<file path="config.mk">
export PLATFORM = sky130hd
export DESIGN_NAME = fpu_muldiv_iter
export DESIGN_NICKNAME = d
export VERILOG_FILES = /design/src/rtl/fpu_muldiv_iter.sv
export SDC_FILE = /design/constraint.sdc
export NUM_CORES = 1
export LEC_CHECK = 0
export CAP_MARGIN = 25
export CORE_UTILIZATION = 40
export DETAILED_ROUTE_END_ITERATION = 10
export GPL_TIMING_DRIVEN = 1
export PLACE_DENSITY = 0.61
export SYNTH_ARGS = -nofsm -noshare
export SYNTH_HDL_FRONTEND = slang
export SYNTH_SLANG_ARGS = --single-unit
</file>
<file path="constraint.sdc">
create_clock -name clk -period 6.1 [get_ports clk]
set_input_delay 1.83 -clock clk [delete_from_list [all_inputs] [get_ports clk]]
set_output_delay 1.83 -clock clk [all_outputs]
set_load 0.02 [all_outputs]
</file>
<file path="src/rtl/fpu_muldiv_iter.sv">
// Iterative IEEE-754 multiply/divide unit.
// Holds one operation in flight. Mantissas are multiplied by radix-2 shift-add or divided
// by restoring division, one bit per cycle. Denormal inputs are flushed to zero and results
// are truncated (round toward zero).
//
// Ports:
//   clk        rising-edge clock
//   reset_n    asynchronous active-low reset
//   flush      synchronous abort of any in-flight operation
//   in_valid   operands/op valid
//   in_ready   unit idle and able to accept
//   op         0 = a*b, 1 = a/b
//   a, b       IEEE operands
//   out_valid  result valid, held until out_ready
//   out_ready  consumer accepts the result
//   result     IEEE result
//   flags      {invalid, div_by_zero, overflow, underflow}, valid with result
module fpu_muldiv_iter #(
   parameter int unsigned EXP_W  = 8,
   parameter int unsigned FRAC_W = 23
) (
   input  logic                  clk,
   input  logic                  reset_n,
   input  logic                  flush,
   input  logic                  in_valid,
   output logic                  in_ready,
   input  logic                  op,
   input  logic [EXP_W+FRAC_W:0] a,
   input  logic [EXP_W+FRAC_W:0] b,
   output logic                  out_valid,
   input  logic                  out_ready,
   output logic [EXP_W+FRAC_W:0] result,
   output logic [3:0]            flags
);

   localparam int unsigned W  = 1 + EXP_W + FRAC_W;
   localparam int unsigned MW = FRAC_W + 1;
   localparam int unsigned EW = EXP_W + 2;
   localparam int unsigned CW = $clog2(MW + 1);

   localparam logic signed [EW-1:0] BIAS    = EW'((1 << (EXP_W - 1)) - 1);
   localparam logic signed [EW-1:0] EXP_MAX = EW'((1 << EXP_W) - 1);
   localparam logic signed [EW-1:0] ONE     = EW'(1);

   localparam logic [W-1:0] QNAN = {1'b0, {EXP_W{1'b1}}, 1'b1, {(FRAC_W-1){1'b0}}};

   typedef enum logic [2:0] {StIdle, StUnpack, StIter, StNorm, StDone} state_e;

   state_e               state_q, state_d;
   logic                 op_q, op_d;
   logic [W-1:0]         a_q, a_d, b_q, b_d;
   logic                 sign_q, sign_d;
   logic signed [EW-1:0] exp_q, exp_d;
   logic [MW-1:0]        ma_q, ma_d, mb_q, mb_d;
   logic [CW-1:0]        cnt_q, cnt_d;
   logic [2*MW-1:0]      prod_q, prod_d;
   logic [MW:0]          rem_q, rem_d;
   logic [MW:0]          quo_q, quo_d;
   logic [W-1:0]         result_q, result_d;
   logic [3:0]           flags_q, flags_d;
   logic                 out_valid_q, out_valid_d;
   logic                 in_ready_q, in_ready_d;

   // Operand fields
   logic [EXP_W-1:0]  ea, eb;
   logic [FRAC_W-1:0] fa, fb;
   logic              a_nan, b_nan, a_inf, b_inf, a_zero, b_zero;
   logic              res_sign;

   assign ea       = a_q[W-2 -: EXP_W];
   assign eb       = b_q[W-2 -: EXP_W];
   assign fa       = a_q[FRAC_W-1:0];
   assign fb       = b_q[FRAC_W-1:0];
   assign a_nan    = (&ea) && (|fa);
   assign b_nan    = (&eb) && (|fb);
   assign a_inf    = (&ea) && !(|fa);
   assign b_inf    = (&eb) && !(|fb);
   assign a_zero   = !(|ea);
   assign b_zero   = !(|eb);
   assign res_sign = a_q[W-1] ^ b_q[W-1];

   logic signed [EW-1:0] exp_mul, exp_div;
   assign exp_mul = $signed({2'b00, ea}) + $signed({2'b00, eb}) - BIAS;
   assign exp_div = $signed({2'b00, ea}) - $signed({2'b00, eb}) + BIAS;

   // Iteration datapath
   logic [MW:0]     mb_ext;
   logic [2*MW-1:0] addend;
   logic [MW+1:0]   diff;
   logic [MW:0]     rem_keep;

   assign mb_ext   = {1'b0, mb_q};
   // Multiplier bits are consumed MSB first; bit MW is a zero pad so the loop runs MW+1 times.
   assign addend   = mb_ext[cnt_q] ? {{MW{1'b0}}, ma_q} : '0;
   assign diff     = {1'b0, rem_q} - {2'b00, mb_q};
   assign rem_keep = diff[MW+1] ? rem_q : diff[MW:0];

   // Normalisation: product in [1,4), quotient in (0.5,2); at most one position of shift.
   logic signed [EW-1:0] exp_n;
   logic [FRAC_W-1:0]    frac_n;
   logic                 ovf_n, unf_n;

   always_comb begin
      exp_n  = exp_q;
      frac_n = '0;
      if (!op_q) begin
         if (prod_q[2*MW-1]) begin
            frac_n = prod_q[2*MW-2 -: FRAC_W];
            exp_n  = exp_q + ONE;
         end else begin
            frac_n = prod_q[2*MW-3 -: FRAC_W];
         end
      end else begin
         if (quo_q[MW]) begin
            frac_n = quo_q[MW-1:1];
         end else begin
            frac_n = quo_q[MW-2:0];
            exp_n  = exp_q - ONE;
         end
      end
      ovf_n = !exp_n[EW-1] && (exp_n >= EXP_MAX);
      unf_n = exp_n[EW-1] || (exp_n == '0);
   end

   // Low product bits and the remainder MSB fall below the truncation point.
   logic unused_bits;
   assign unused_bits = ^{prod_q[MW-2:0], rem_keep[MW]};

   always_comb begin
      state_d  = state_q;
      op_d     = op_q;
      a_d      = a_q;
      b_d      = b_q;
      sign_d   = sign_q;
      exp_d    = exp_q;
      ma_d     = ma_q;
      mb_d     = mb_q;
      cnt_d    = cnt_q;
      prod_d   = prod_q;
      rem_d    = rem_q;
      quo_d    = quo_q;
      result_d = result_q;
      flags_d  = flags_q;

      unique case (state_q)
         StIdle: begin
            if (in_valid) begin
               a_d     = a;
               b_d     = b;
               op_d    = op;
               state_d = StUnpack;
            end
         end

         StUnpack: begin
            sign_d  = res_sign;
            exp_d   = op_q ? exp_div : exp_mul;
            ma_d    = {1'b1, fa};
            mb_d    = {1'b1, fb};
            cnt_d   = CW'(MW);
            prod_d  = '0;
            rem_d   = {2'b01, fa};
            quo_d   = '0;
            state_d = StDone;
            if (a_nan || b_nan) begin
               result_d = QNAN;
               flags_d  = 4'b0000;
            end else if (!op_q && ((a_zero && b_inf) || (a_inf && b_zero))) begin
               result_d = QNAN;
               flags_d  = 4'b1000;
            end else if (!op_q && (a_inf || b_inf)) begin
               result_d = {res_sign, {EXP_W{1'b1}}, {FRAC_W{1'b0}}};
               flags_d  = 4'b0000;
            end else if (!op_q && (a_zero || b_zero)) begin
               result_d = {res_sign, {(W-1){1'b0}}};
               flags_d  = 4'b0000;
            end else if (op_q && ((a_zero && b_zero) || (a_inf && b_inf))) begin
               result_d = QNAN;
               flags_d  = 4'b1000;
            end else if (op_q && a_inf) begin
               result_d = {res_sign, {EXP_W{1'b1}}, {FRAC_W{1'b0}}};
               flags_d  = 4'b0000;
            end else if (op_q && b_zero) begin
               result_d = {res_sign, {EXP_W{1'b1}}, {FRAC_W{1'b0}}};
               flags_d  = 4'b0100;
            end else if (op_q && (a_zero || b_inf)) begin
               result_d = {res_sign, {(W-1){1'b0}}};
               flags_d  = 4'b0000;
            end else begin
               state_d = StIter;
            end
         end

         StIter: begin
            if (!op_q) begin
               prod_d = {prod_q[2*MW-2:0], 1'b0} + addend;
            end else begin
               quo_d = {quo_q[MW-1:0], !diff[MW+1]};
               rem_d = {rem_keep[MW-1:0], 1'b0};
            end
            if (cnt_q == '0) begin
               state_d = StNorm;
            end else begin
               cnt_d = cnt_q - CW'(1);
            end
         end

         StNorm: begin
            state_d = StDone;
            if (ovf_n) begin
               result_d = {sign_q, {EXP_W{1'b1}}, {FRAC_W{1'b0}}};
               flags_d  = 4'b0010;
            end else if (unf_n) begin
               result_d = {sign_q, {(W-1){1'b0}}};
               flags_d  = 4'b0001;
            end else begin
               result_d = {sign_q, exp_n[EXP_W-1:0], frac_n};
               flags_d  = 4'b0000;
            end
         end

         StDone: begin
            if (out_ready) begin
               state_d = StIdle;
            end
         end

         default: state_d = StIdle;
      endcase

      if (flush) begin
         state_d = StIdle;
      end

      out_valid_d = (state_d == StDone);
      in_ready_d  = (state_d == StIdle);
   end

   always_ff @(posedge clk or negedge reset_n) begin
      if (!reset_n) begin
         state_q     <= StIdle;
         op_q        <= 1'b0;
         a_q         <= '0;
         b_q         <= '0;
         sign_q      <= 1'b0;
         exp_q       <= '0;
         ma_q        <= '0;
         mb_q        <= '0;
         cnt_q       <= '0;
         prod_q      <= '0;
         rem_q       <= '0;
         quo_q       <= '0;
         result_q    <= '0;
         flags_q     <= '0;
         out_valid_q <= 1'b0;
         in_ready_q  <= 1'b1;
      end else begin
         state_q     <= state_d;
         op_q        <= op_d;
         a_q         <= a_d;
         b_q         <= b_d;
         sign_q      <= sign_d;
         exp_q       <= exp_d;
         ma_q        <= ma_d;
         mb_q        <= mb_d;
         cnt_q       <= cnt_d;
         prod_q      <= prod_d;
         rem_q       <= rem_d;
         quo_q       <= quo_d;
         result_q    <= result_d;
         flags_q     <= flags_d;
         out_valid_q <= out_valid_d;
         in_ready_q  <= in_ready_d;
      end
   end

   assign in_ready  = in_ready_q;
   assign out_valid = out_valid_q;
   assign result    = result_q;
   assign flags     = flags_q;

endmodule
</file>
# Word level (Yosys, flattened, before mapping)
# Index checks and enable logic that the tools add are counted.
[totals]
output_inout_bits = 38
word_cells = 138
reg_bits = 268
mem_bits_ro = 0
ram_bits = 0
n_memories = 0
input_bits = 70
latchBits = 0
[op_classes]
muxes = 54
eq_ne = 9
n_reduce_logical = 47
shift = 0
div = 0
n_lt_le_gt_ge = 2
mul = 0
bitwise = 1
add_sub_neg = 9
[ops]
columns = ["cell", "n"]
rows = [
  ["$mux 32", 8],
  ["$pmux 25 s2", 2],
  ["$pmux 48 s2", 1],
  ["$mux 23", 3],
  ["$pmux 32 s2", 1],
  ["$mux 31", 2],
  ["$mux 25", 2],
  ["$add 48x24->48", 1],
  ["$mux 24", 2],
  ["$mux 48", 1],
  ["$reduce_or 23->1", 2],
  ["$mux 10", 4],
  ["$mux 3", 12],
  ["$mux 4", 8],
  ["$sub 25x24->26", 1],
  ["$logic_and 1x1->1", 16],
  ["$reduce_and 8->1", 2],
  ["$reduce_or 8->1", 2],
  ["$pmux 3 s5", 1],
  ["$add 10x2->10 const B", 1],
  ["$add 9x8->10 const B", 1],
  ["$ge 10x9->1 const B", 1],
  ["$logic_not 10->1", 1],
  ["$pmux 5 s2", 1],
  ["other kinds (23)", 46],
]

# Longest topological paths before layout
[logic_depth]
ltp_word = 16
mapped_depth = 19
depth_no_buf = 16

# Least setup slack after synthesis
# No wires, ideal clock.
[synth_path]
path_type = "reg2reg"
start = "register cnt_q[0]"
end = "register prod_q[23]"
setup_ns = 0.128
arrival_time_ns = 4.391
period_less_slack_ns = 4.519
path_buffers = 2
path_stages_with_launch = 16
slack_ns = 1.581
t_required_ns = 5.972
cell_sequence = "dfrtp_1 -> clkbuf_1 -> mux4_2 -> mux4_2 -> mux2i_1 -> clkbuf_1 -> nor2b_1 -> ha_1 -> a21o_1 -> a211o_1 -> o21ai_1 -> o21ai_1 -> a2111oi_0 -> o31ai_1 -> mux2i_1 -> nand3_1"
[synth_via]
elab_chain_cells = 6
[synth_lines]
columns = ["element", "line", "rtl"]
rows = [
  ["start, declared", "55", "logic [CW-1:0] cnt_q, cnt_d;"],
  ["start signal, assigned", "266", "cnt_q <= cnt_d;"],
  ["$bmux 1 s5", "94", "assign addend = mb_ext[cnt_q] ? {{MW{1'b0}}, ma_q} : '0;"],
  ["$mux 1 (not written as such)", "94", ""],
  ["$mux 24", "94", ""],
  ["$add 48x24->48", "196", "prod_d = {prod_q[2*MW-2:0], 1'b0} + addend;"],
  ["$mux 48", "195", "if (!op_q) begin"],
  ["$pmux 48 s2", "145", "unique case (state_q)"],
  ["end signal, assigned", "267", "prod_q <= prod_d;"],
  ["end, declared", "56", "logic [2*MW-1:0] prod_q, prod_d;"],
]
# No other way between the ends. The select of a mux whose other input is x is not followed.
# A chain may end at the register's enable or synchronous reset.

# Final worst setup path
# Ends and elaborated chain as after synthesis.

==> results.ini <==
[cts]
cts_buffers=31
cts_tree=yes
clock_sinks=267
ctsHoldBuffers=0
cts_setup_buffers=0
clock_latency_ns=0.58
cts_buffer_depth=3
clk_pin_slew_ns=0.06
cts-htree-levels=1
ctsResizeCount=0
cts-root-buf=clkbuf_16

[critical_path]
end_kind=register
cp_data_arrival_time_ns=5.68
critical_path.top_delay_family=compound AO/OA/AOI/OAI gates
crit_buf_inv=1
cp-start-kind=register
slowest_stage=a2111oi_0
critPathMaxStageDelay_ns=0.66
worstSetupPathType=register to register
cp_data_required_time_ns=6.55
critical_path.cell_chain=mux4_2 -> mux4_2 -> mux2i_2 -> buf_4 -> nor2b_1 -> ha_1 -> a21o_1 -> a211o_1 -> o21ai_1 -> o21ai_1 -> a2111oi_0 -> o31ai_1 -> mux2i_1 -> nand3_1
worstPathMaxFanout=15

[logic_synthesis]
avgSynthCellArea_um2=9.24
muxShareOfSynthArea_pct=8.54
synth_flop_cell=dfrtp_1
synth_cell_type_count=74
synth_edf_count=0
synth.most_common_cell=dfrtp_1
synth_top_area_share_pct=41.8
synth-async-reset-ratio_pct=100
synth_area_um2=15900
synthCells=1724
synth_fa_ha_area_share_pct=6.39
synthSimpleGateAreaFrac_pct=18.1
synth_top_family_by_area=simple AND/OR/NAND/NOR gates
synthXorXnorAreaFrac_pct=4.55
ys_ff_latch=267
synth_compound_area_share_pct=16.3
yosys_warnings=0
synth-seq-area-share_pct=41.9
yosysTopAreaCell=dfrtp_1
syn_nets=1873
synth_area_leaders=dfrtp_1 42%, ha_1 5.9%, nand2_1 5.5%
synth_commonest_cells=266 x dfrtp_1, 235 x nand2_1, 133 x o21ai_0, 99 x a21oi_1, 77 x clkbuf_1

[timing]
fin_hold_ws_ns=0.472
slew_violations=0
hold_violations=0
fin_crit_ns=5.23
setup_viol=0
final.setup.tns_ns=0
fin_skew_ns=0.0186
slew_headroom_pct=33.5
fin_crit_sh_pct=85.7
tightestPinTransition_ns=0.995
finalWorstSetupSlack_ns=0.871
fmax_ghz=0.191
rsz0062_at_grt=false

[cells_and_area]
multi_input_area_um2=8630
drive_gt1_share_pct=9.27
syn2layout_area_growth_pct=16.5
nFillCells=3667
final_util_pct=47.6
register_area_um2=6680
finalNetCount=1936
antenna_cells=0

[pwr]
power.net_switching_uw=3060
p_leak_uw=0.00800
p_clk_share_pct=24.5
irDropWorstVdd_v=0.000277
power_frac_seq_pct=32.9
internal_power_uw=4980
power.share.combinational_pct=42.6
power_density_nw_per_um2=433
netSwitchingFraction_pct=38.1

[global_routing]
grt_first_pass_wirelength_um=67100
grt_pass1_vias=12800
globalRouteTotalUtil_pct=20.0
gr-total-overflow=0
grt_max_degree=117
antenna_found_initial=0

[flow_run]
cap_violations=0

[floorplan]
start_util_pct=40.9
io_pins=108
die_y_um=202
dieArea_um2=40600
core_um2=39000
die_w_um=202
num_rows=72

[routing]
drt_iter0_drc=739
via_per_inst=5.45
drt_pass1_iterations=5
post_drt_wl_per_cell_um=17.3
drtAntennaViolNets=0
route.vias.total=12700
route.detailed.drc=0
routed_wl_um=40300

[hold_path]
hold_path.class=register to register

[run_status]
status=finished clean

[placement]
place.port_buffers=107
pre_cts_slack_ns=0.900
globalplace.congestion=0.866
dp_hpwl_um=28600

[area by class of cell]
| class | count | share of cell area (%) |
|---|---|---|
| multi-input cells | 1289 | 46.5 |
| flip-flops and latches | 267 | 36.0 |
| repair buffers | 128 | 6.73 |
| clock buffers | 41 | 4.81 |
| well taps | 518 | 3.49 |
| inverters | 70 | 1.41 |
| clock inverters | 17 | 1.11 |
[state kept, by name, indices dropped and copies added (netlist names), 3 cells and up]
signal and flops:
exp_q 10, result 32, prod_q 48, rem_q 25, mb_q 23, b_q 32, ma_q 24, a_q 32
quo_q 25, state_q 3, flags 4, cnt_q 5
[per-stage QoR]
stage | power [µW] | cells | cell area [µm²]
5_1_grt | 8630 | 2330 | 18600
6_report | 8040 | 2330 | 18600
3_5_place_dp | 6090 | 2272 | 17500
4_1_cts | 8100 | 2330 | 18600
3_3_place_gp | 6010 | 2271 | 17500
2_1_floorplan | 5170 | 1724 | 15900
[path summary, 6_finish.rpt]
path                           from         end  slack [ns]  cells after the start
min reg2reg                ma_q[13]    ma_q[13]        0.47                      2
max reg2reg                cnt_q[0]  prod_q[23]        0.87                     14
min                        ma_q[13]    ma_q[13]        0.47                      2
max                        cnt_q[0]  prod_q[23]        0.87                     14
min in group asynchronous   reset_n   quo_q[15]        1.29                      1
max in group asynchronous   reset_n        op_q        3.66                      2
[per-layer routing]
layer	GRT usage, %	routed length (µm)	up-vias
met5	0	0	-
met1	27.0	18700	6086
met2	33.1	18800	259
met4	6.82	1370	0
met3	2.62	1440	74
li1	-	-	6287
[layout by cell type (no fill, tap or decap), types with 17 or more instances in the layout]
| master | instances |
|---|---|
| mux2i_1 | 54 |
| inv_1 | 70 |
| nor2_1 | 70 |
| xor2_1 | 20 |
| a211oi_1 | 31 |
| and3_1 | 17 |
| nand3_1 | 73 |
| a21oi_1 | 99 |
| nor2b_1 | 48 |
| buf_4 | 19 |
| xnor2_1 | 61 |
| o21ai_0 | 133 |
| nor4_1 | 24 |
| nand2_1 | 235 |
| clkbuf_16 | 31 |
| ha_1 | 75 |
| dfrtp_1 | 265 |
| nor3_1 | 33 |
| mux2_2 | 57 |
| clkdlybuf4s50_1 | 106 |
| a22o_1 | 24 |
| or3_1 | 23 |
[power groups by stage]
stage | logic, µW | registers, µW | clock network (µW)
floorplan | 2610 | 2570 | 0
global placement | 3350 | 2670 | 0
detailed placement | 3410 | 2680 | 0
CTS | 3430 | 2650 | 2020
global route | 3830 | 2710 | 2090
finish | 3420 | 2640 | 1970
[worst register-to-register path, cell delays in order (launching register included)]
cell,delay (ns)
dfrtp_1,0.59
mux4_2,0.55
mux4_2,0.49
mux2i_2,0.58
buf_4,0.34
nor2b_1,0.07
ha_1,0.35
a21o_1,0.23
a211o_1,0.27
o21ai_1,0.26
o21ai_1,0.23
a2111oi_0,0.66
o31ai_1,0.19
mux2i_1,0.20
nand3_1,0.09
[kinds of logic after synthesis]
kind of cell	after synthesis
simple gates	594
compound gates	414
flops	267
buf+inv	168
mux	120
xor+xnor	82
fa+ha+maj	79
No activity file was read; power rests on OpenSTA's default activity.
